### src/rtl/mux_pkg.sv
// Shared constants and helpers for the N-channel stream multiplexer.
package mux_pkg;

   localparam logic MODE_ADDR = 1'b0;
   localparam logic MODE_RR   = 1'b1;

   // Index width for n items; never less than one bit.
   function automatic int unsigned clog2(input int unsigned n);
      int unsigned r;
      r = 0;
      while ((32'd1 << r) < n) begin
         r++;
      end
      return (r == 0) ? 1 : r;
   endfunction

endpackage

### src/rtl/rr_pick.sv
// Rotating-priority picker: first requester after ptr, wrapping to channel 0.
module rr_pick
   import mux_pkg::*;
#(
   parameter int unsigned N_CH  = 8,
   parameter int unsigned SEL_W = clog2(N_CH)
) (
   input  logic [N_CH-1:0]  req,
   input  logic [SEL_W-1:0] ptr,
   output logic             gnt_vld,
   output logic [SEL_W-1:0] gnt_idx
);

   logic             hi_vld;
   logic [SEL_W-1:0] hi_idx;
   logic             lo_vld;
   logic [SEL_W-1:0] lo_idx;

   // Lowest requester above ptr wins; otherwise wrap to the lowest requester overall.
   always_comb begin
      hi_vld = 1'b0;
      hi_idx = '0;
      lo_vld = 1'b0;
      lo_idx = '0;
      for (int unsigned i = 0; i < N_CH; i++) begin
         if (req[i] && !lo_vld) begin
            lo_vld = 1'b1;
            lo_idx = SEL_W'(i);
         end
         if (req[i] && !hi_vld && (SEL_W'(i) > ptr)) begin
            hi_vld = 1'b1;
            hi_idx = SEL_W'(i);
         end
      end
      gnt_vld = lo_vld;
      gnt_idx = hi_vld ? hi_idx : lo_idx;
   end

endmodule

### src/rtl/mux_n_stream.sv
// N-channel valid/ready multiplexer with addressed or round-robin selection
// feeding a single registered output stage.
module mux_n_stream
   import mux_pkg::*;
#(
   parameter int unsigned WIDTH = 8,
   parameter int unsigned N_CH  = 8,
   parameter int unsigned SEL_W = clog2(N_CH)
) (
   input  logic                  clk,
   input  logic                  rst,
   input  logic                  nCS,
   input  logic                  mode,
   input  logic [SEL_W-1:0]      addr,
   input  logic [N_CH*WIDTH-1:0] in_data,
   input  logic [N_CH-1:0]       in_valid,
   output logic [N_CH-1:0]       in_ready,
   output logic [WIDTH-1:0]      out_data,
   output logic [SEL_W-1:0]      out_ch,
   output logic                  out_valid,
   input  logic                  out_ready
);

   logic [SEL_W-1:0] rr_ptr;
   logic             rr_vld;
   logic [SEL_W-1:0] rr_idx;
   logic             addr_vld;
   logic             load_en;
   logic             grant_vld;
   logic [SEL_W-1:0] grant_idx;
   logic [WIDTH-1:0] sel_data;

   rr_pick #(
      .N_CH  (N_CH),
      .SEL_W (SEL_W)
   ) u_rr_pick (
      .req     (in_valid),
      .ptr     (rr_ptr),
      .gnt_vld (rr_vld),
      .gnt_idx (rr_idx)
   );

   // Addressed decode; out-of-range addresses never match any channel.
   always_comb begin
      addr_vld = 1'b0;
      for (int unsigned i = 0; i < N_CH; i++) begin
         if ((addr == SEL_W'(i)) && in_valid[i]) begin
            addr_vld = 1'b1;
         end
      end
   end

   // Grant only when selected and the output stage can take a word.
   always_comb begin
      load_en   = !out_valid || out_ready;
      grant_idx = (mode == MODE_RR) ? rr_idx : addr;
      grant_vld = !nCS && load_en && ((mode == MODE_RR) ? rr_vld : addr_vld);
   end

   // One-hot ready fan-out and data select for the granted channel.
   always_comb begin
      in_ready = '0;
      sel_data = '0;
      for (int unsigned i = 0; i < N_CH; i++) begin
         if (grant_vld && (grant_idx == SEL_W'(i))) begin
            in_ready[i] = 1'b1;
            sel_data    = in_data[i*WIDTH +: WIDTH];
         end
      end
   end

   // Output register and round-robin pointer; idle output is forced to zero.
   always_ff @(posedge clk or posedge rst) begin
      if (rst) begin
         out_valid <= 1'b0;
         out_data  <= '0;
         out_ch    <= '0;
         rr_ptr    <= SEL_W'(N_CH - 1);
      end else if (grant_vld) begin
         out_valid <= 1'b1;
         out_data  <= sel_data;
         out_ch    <= grant_idx;
         if (mode == MODE_RR) begin
            rr_ptr <= grant_idx;
         end
      end else if (out_ready) begin
         out_valid <= 1'b0;
         out_data  <= '0;
         out_ch    <= '0;
      end
   end

endmodule
### config.mk
export PLATFORM = sky130hd
export DESIGN_NAME = mux_n_stream
export DESIGN_NICKNAME = d
export VERILOG_FILES = /design/src/rtl/mux_pkg.sv /design/src/rtl/rr_pick.sv /design/src/rtl/mux_n_stream.sv
export SDC_FILE = /design/constraint.sdc
export NUM_CORES = 1
export LEC_CHECK = 0
export CORE_UTILIZATION = 36
export CTS_CLUSTER_DIAMETER = 200
export DETAILED_ROUTE_END_ITERATION = 10
export PLACE_DENSITY = 0.75
export RECOVER_POWER = 50
export SLEW_MARGIN = 5
export SYNTH_ARGS = -nofsm -noshare
export SYNTH_HDL_FRONTEND = slang
export SYNTH_SLANG_ARGS = --single-unit
### constraint.sdc
create_clock -name clk -period 2.5 [get_ports clk]
set_input_delay 0.625 -clock clk [delete_from_list [all_inputs] [get_ports clk]]
set_output_delay 0.625 -clock clk [all_outputs]
set_load 0.03 [all_outputs]
# --- Word-level counts from Yosys, hierarchy flattened ---
# Cells that the tools add are included.
totals:
  ff_bits: 15
  latchBits: 0
  ram_bits: 0
  romBits: 0
  n_memories: 0
classes:
  n_addsub: 0
  n_mul: 0
  n_div: 0
  n_lt_le_gt_ge: 8
  n_eq_ne: 14
  n_shift: 0
  muxes: 63
  bitwise: 0
  n_reduce_logical: 61
ops:
  columns: ["op", "n"]
  rows:
  - ["$mux W8", 10]
  - ["$logic_and A1 B1 Y1", 40]
  - ["$mux W1", 37]
  - ["$mux W3", 12]
  - ["$eq A3 B3 Y1 const B", 8]
  - ["$logic_not A1 Y1", 16]
  - ["$eq A3 B2 Y1 const B", 4]
  - ["$gt A3 B3 Y1 const A", 4]
  - ["$mux W2", 4]
  - ["$eq A3 B1 Y1 const B", 2]
  - ["$gt A1 B3 Y1 const A", 2]
  - ["$gt A2 B3 Y1 const A", 2]
  - ["$logic_not A3 Y1", 2]
  - ["$reduce_and A2 Y1", 1]
  - ["$reduce_bool A2 Y1", 1]
  - ["$logic_or A1 B1 Y1", 1]

# --- Logic depth before layout (Yosys ltp) ---
logic_depth:
  depth_word: 44
  depth_mapped: 11
  mapped_depth_nobuf: 8

# --- Hierarchy ---
# Synthesis repeated with hierarchy kept, for this count alone.
unflattened:
  cells_unflattened: 212
  area_unflattened_um2: 1742.9
by_module_without_submodules:
  columns: ["mod", "n_inst", "cells_each", "area_per_inst_um2", "seq_area_each_um2"]
  rows:
  - ["mux_n_stream", 1, 171, 1476.4, 379.1]
  - ["rr_pick", 1, 41, 266.5, 0.0]

# --- Worst setup path before layout ---
# No wires, ideal clock.
synth_path:
  path_kind: "in2out"
  from: "in addr[0]"
  to: "out in_ready[2]"
  arrival_ps: 2555
  required_ps: 1875
  path_slack_ps: -680
  path_stages: 7
  n_path_buf: 1
  path_cell_list: "mux4_2 nor2b_1 a211oi_2 nor4_2 clkbuf_1 nand2_1 nor3_1"
synth_via:
  elab_chain_len: 14
synth_rtl:
  columns: ["element", "line", "text"]
  rows:
  - ["from (decl)", "mux_n_stream.sv:14", "input logic [SEL_W-1:0] addr,"]
  - ["$logic_not A3 Y1", "mux_n_stream.sv:47", "if ((addr == SEL_W'(i)) && in_valid[i]) begin"]
  - ["$logic_and A1 B1 Y1", "mux_n_stream.sv:47", null]
  - ["$mux W1 (8 in a row)", "mux_n_stream.sv:47", null]
  - ["$mux W1", "mux_n_stream.sv:57", "grant_vld = !nCS && load_en && ((mode == MODE_RR) ? rr_vld : addr_vld);"]
  - ["$logic_and A1 B1 Y1", "mux_n_stream.sv:57", null]
  - ["$logic_and A1 B1 Y1 (*)", "mux_n_stream.sv:65", "if (grant_vld && (grant_idx == SEL_W'(i))) begin"]
  - ["$mux W1 (*)", "mux_n_stream.sv:65", null]
  - ["to (decl)", "mux_n_stream.sv:17", "output logic [N_CH-1:0] in_ready,"]
# Every way passes the cells marked *; elsewhere a longest branch is shown, timed or not.

# --- Worst setup path in the final report ---
layout_path:
  from: "reg rr_ptr[1]"
  to: "reg out_data[1]"
layout_via:
  elab_chain_len: 44
layout_rtl:
  columns: ["element", "line", "text"]
  rows:
  - ["from (decl)", "mux_n_stream.sv:24", "logic [SEL_W-1:0] rr_ptr;"]
  - ["from (signal assigned)", "mux_n_stream.sv:78", "rr_ptr <= SEL_W'(N_CH - 1);"]
  - ["from (signal assigned)", "mux_n_stream.sv:84", "rr_ptr <= grant_idx;"]
  - ["$gt A1 B3 Y1", "rr_pick.sv:30", "if (req[i] && !hi_vld && (SEL_W'(i) > ptr)) begin"]
  - ["$logic_and A1 B1 Y1", "rr_pick.sv:30", null]
  - ["$mux W1", "rr_pick.sv:30", null]
  - ["$logic_not A1 Y1", "rr_pick.sv:30", null]
  - ["$logic_and A1 B1 Y1 (2 in a row)", "rr_pick.sv:30", null]
  - ["$mux W1", "rr_pick.sv:30", null]
  - ["$logic_not A1 Y1", "rr_pick.sv:30", null]
  - ["$logic_and A1 B1 Y1 (2 in a row)", "rr_pick.sv:30", null]
  - ["[... 20 more ...]", null, null]
  - ["$mux W3 or $mux W1 (tied branches)", "rr_pick.sv:30", null]
  - ["$mux W3 (*)", "rr_pick.sv:36", "gnt_idx = hi_vld ? hi_idx : lo_idx;"]
  - ["$mux W3 (*)", "mux_n_stream.sv:56", "grant_idx = (mode == MODE_RR) ? rr_idx : addr;"]
  - ["$logic_not A3 Y1", "mux_n_stream.sv:65", null]
  - ["$logic_and A1 B1 Y1", "mux_n_stream.sv:65", null]
  - ["$mux W8 (7 in a row)", "mux_n_stream.sv:65", null]
  - ["$mux W8 (*)", "mux_n_stream.sv:65", null]
  - ["$mux W8 (*)", "mux_n_stream.sv:79", "end else if (grant_vld) begin"]
  - ["to (signal assigned)", "mux_n_stream.sv:81", "out_data <= sel_data;"]
  - ["to (decl)", "mux_n_stream.sv:18", "output logic [WIDTH-1:0] out_data,"]
# Marked as above.
# A chain may end at the register's enable or synchronous reset.

==> results <==
[where the power goes]
group | switching, mW | total [mW] | internal [mW] | leakage [nW]
combinational | 1.31 | 2.77 | 1.45 | 1.56
sequential | 0.0863 | 0.422 | 0.335 | 0.191
clock | 0.0812 | 0.194 | 0.113 | 0.0228
[worst max-delay path: stages, from the launching register on]
cell and delay, ps:
dfstp_2 590, buf_6 130, mux2_4 290, a21o_1 180
mux2_4 270, a31oi_4 210, buf_12 140, buf_6 100
mux2_4 290, a222oi_1 460, o221ai_1 200
[layer usage]
layer  global-route usage, %  up-vias  wire [um]
li1                        -     1195          -
met1                   40.50     1341       3720
met2                   57.84      183       4877
met3                   5.387       50        740
met4                   11.11        0        532
met5                       0        -          0
[through the flow]
| step | hold WS [ps] | power [mW] | instances | setup slack (ps) | area [um2] |
|---|---|---|---|---|---|
| global route | 527.0 | 3.509 | 468 | -580.7 | 4118 |
| floorplan | 524.3 | 1.531 | 215 | -187.6 | 1967 |
| detailed placement | 469.3 | 2.361 | 429 | -934.8 | 3438 |
| global placement | 468.5 | 2.329 | 429 | -899.1 | 3438 |
| CTS | 492.5 | 2.916 | 456 | -497.8 | 3857 |
| finish | 500.4 | 3.382 | 468 | -528.7 | 4118 |
[layout make-up]
type,instances,share of cell area [%]
Clock buffer,4,1.094
Inverter,11,1.094
Multi-Input combinational cell,176,40.32
Sequential cell,15,9.207
Tap cell,67,2.036
Timing Repair Buffer,195,46.25
[flip-flops by register name (all words and copies together), names as in the netlist]
register,flops
out_valid,1
out_ch,3
rr_ptr,3
out_data,8
[cell families (layout without fill, tap and decap cells)]
kind of cell | Yosys count | after routing | share of synthesized area, %
AND/OR/NAND/NOR | 90 | 90 | 26.84
AO/OA/AOI/OAI | 64 | 64 | 29.35
buffers and inverters | 24 | 210 | 7.789
multiplexers | 22 | 22 | 14.95
flip-flops | 15 | 15 | 21.07
[final timing paths]
check	slack [ps]	cells past startpoint	startpoint	end
min in group asynchronous	880	2	rst	out_data[3]$_DFFE_PP0P_
worst min-delay path	500	2	out_ch[1]$_DFFE_PP0P_	out_ch[1]$_DFFE_PP0P_
worst max-delay path	-530	10	rr_ptr[1]$_DFFE_PP1P_	out_data[1]$_DFFE_PP0P_
worst min register to register	500	2	out_ch[1]$_DFFE_PP0P_	out_ch[1]$_DFFE_PP0P_
worst max register to register	-530	10	rr_ptr[1]$_DFFE_PP1P_	out_data[1]$_DFFE_PP0P_
max in group asynchronous	1240	2	rst	out_ch[1]$_DFFE_PP0P_
[cells in the final DEF (no fill, tap or decap), types with 3 or more instances in the layout]
| cell | count |
|---|---|
| buf_8 | 6 |
| nand2b_1 | 11 |
| nor4_4 | 3 |
| nor2_4 | 6 |
| buf_2 | 4 |
| dfstp_2 | 3 |
| nand3_1 | 3 |
| mux2i_1 | 6 |
| a222oi_1 | 5 |
| o21a_1 | 3 |
| buf_12 | 8 |
| o21ai_1 | 6 |
| a21oi_1 | 9 |
| buf_6 | 29 |
| dlygate4sd2_1 | 3 |
| o22a_1 | 7 |
| nand2_1 | 18 |
| inv_1 | 10 |
| mux2_4 | 9 |
| buf_4 | 67 |
| clkbuf_8 | 3 |
| o221ai_1 | 5 |
| nor2_1 | 17 |
| mux2_2 | 4 |
| dfrtp_1 | 12 |
| clkdlybuf4s50_1 | 76 |
| nor3_4 | 5 |
[what timing repair did]
| item | 4_1_cts | 5_1_grt |
|---|---|---|
| pin swaps | 34 | 32 |
| buffers inserted | 22 | 15 |
| endpoints found under the setup margin | 19 | 16 |
| gates cloned | 1 | 0 |
| gates resized for setup | 108 | 40 |
==> run_results.csv <==
group,metric,value,unit
route,wl_per_cell,21.09,um
synthesis,synth-edff-count,0,
placement,numPortBuffers,99,
sta,hold_viol_final,0,
global_route,grt_overflow,0,
clock_network,numCtsBuffers,3,
die,die_h,72.70,um
synthesis,async_reset_ff_share,100.0,%
job,drv_cap,0,
sta,fmax,330.2,MHz
clock_network,clock_sinks,15,
synthesis,yosys_warnings,0,
synthesis,synth_top_area_cell,"dfrtp_1",
status,violations,"setup timing",
die,core,0.004755,mm2
route,firstDrtPassIters,5,
synthesis,synth.area.top_cells,"dfrtp_1, nor2_1, dfstp_2",
critical_path,critPathArrivalTime,3120,ps
route,wl,9.870,mm
synthesis,synth_area,0.001799,mm2
sta,worstMarginPinSlew,591.1,ps
synthesis,syn_nets,295,
hold_path,hold_path_class,"flop to flop",
critical_path,crit_path_start_kind,"flop",
sta,fin_ws,-528.7,ps
sta,layout_min_cycle_time,3029,ps
global_route,grt_pass1_vias,2689,
synthesis,synth_common_cells,"nor2_1, nand2_1, dfrtp_1",
route,routed-via-count,2769,
clock_network,ctsRootBufferMaster,"clkbuf_8",
cells_and_area,fillers,235,
sta,maxSlewHeadroom,60.55,%
synthesis,synth_cells,215,
global_route,grt_max_degree,16,
power,power_density,821.4,mW/mm2
power,p_leak,1.772,nW
cells_and_area,area_delta_synth_final,128.9,%
route,drt-initial-drc-count,250,
critical_path,crit_type,"flop to flop",
synthesis,synth_most_common_cell,"nor2_1",
critical_path,endpoint_kind,"flop",
route,antenna_left,0,
placement,place_hpwl,5.827,mm
clock_network,clkLatencyLatePin,250,ps
cells_and_area,layout.nets,482,
die,dieWidth,72.70,um
synthesis,seq_area_frac_synth,21.07,%
clock_network,ctsHoldBuffers,0,
die,initial_core_util,37.84,%
cells_and_area,drive_gt1_share,46.38,%
critical_path,cp_max_fo,4,
clock_network,h-tree-depth,1,
placement,gp_congestion,0.9392,
route,vias_per_cell,5.917,
clock_network,cts_tree,"done",
synthesis,yosys.area.top_type_share,16.69,%
sta,rsz0062_at_grt,"true",
die,num_rows,25,
synthesis,synth.distinct_cells,59,
cells_and_area,antennaDiodeCount,0,
sta,period_share,121.1,%
global_route,antenna_found_initial,0,
synthesis,syn_avg_cell_area,8.368,um2
sta,drv_slew,0,
power,ir_worst_vdd,0.0006469,V
status,outcome,"complete, but fails checks",
global_route,grt_first_pass_wirelength,13.27,mm
die,dieArea,0.005285,mm2
synthesis,synthFlopType,"dfrtp_1",
sta,setup-tns-final,-6847,ps
critical_path,cp.required,2600,ps
route,drc,0,
synthesis,ys_ff_latch,15,
sta,clock_skew,3.826,ps
cells_and_area,multiInputGateArea,0.001660,mm2
clock_network,path_clk_slew,60,ps
sta,setup_viol,16,
cells_and_area,regArea,379.1,um2
cells_and_area,final_util,86.61,%
clock_network,clk_path_buf_depth,2,
die,ioPinCount,100,
global_route,grt_use_total,32.82,%
Power figures use the tool's default switching activity.
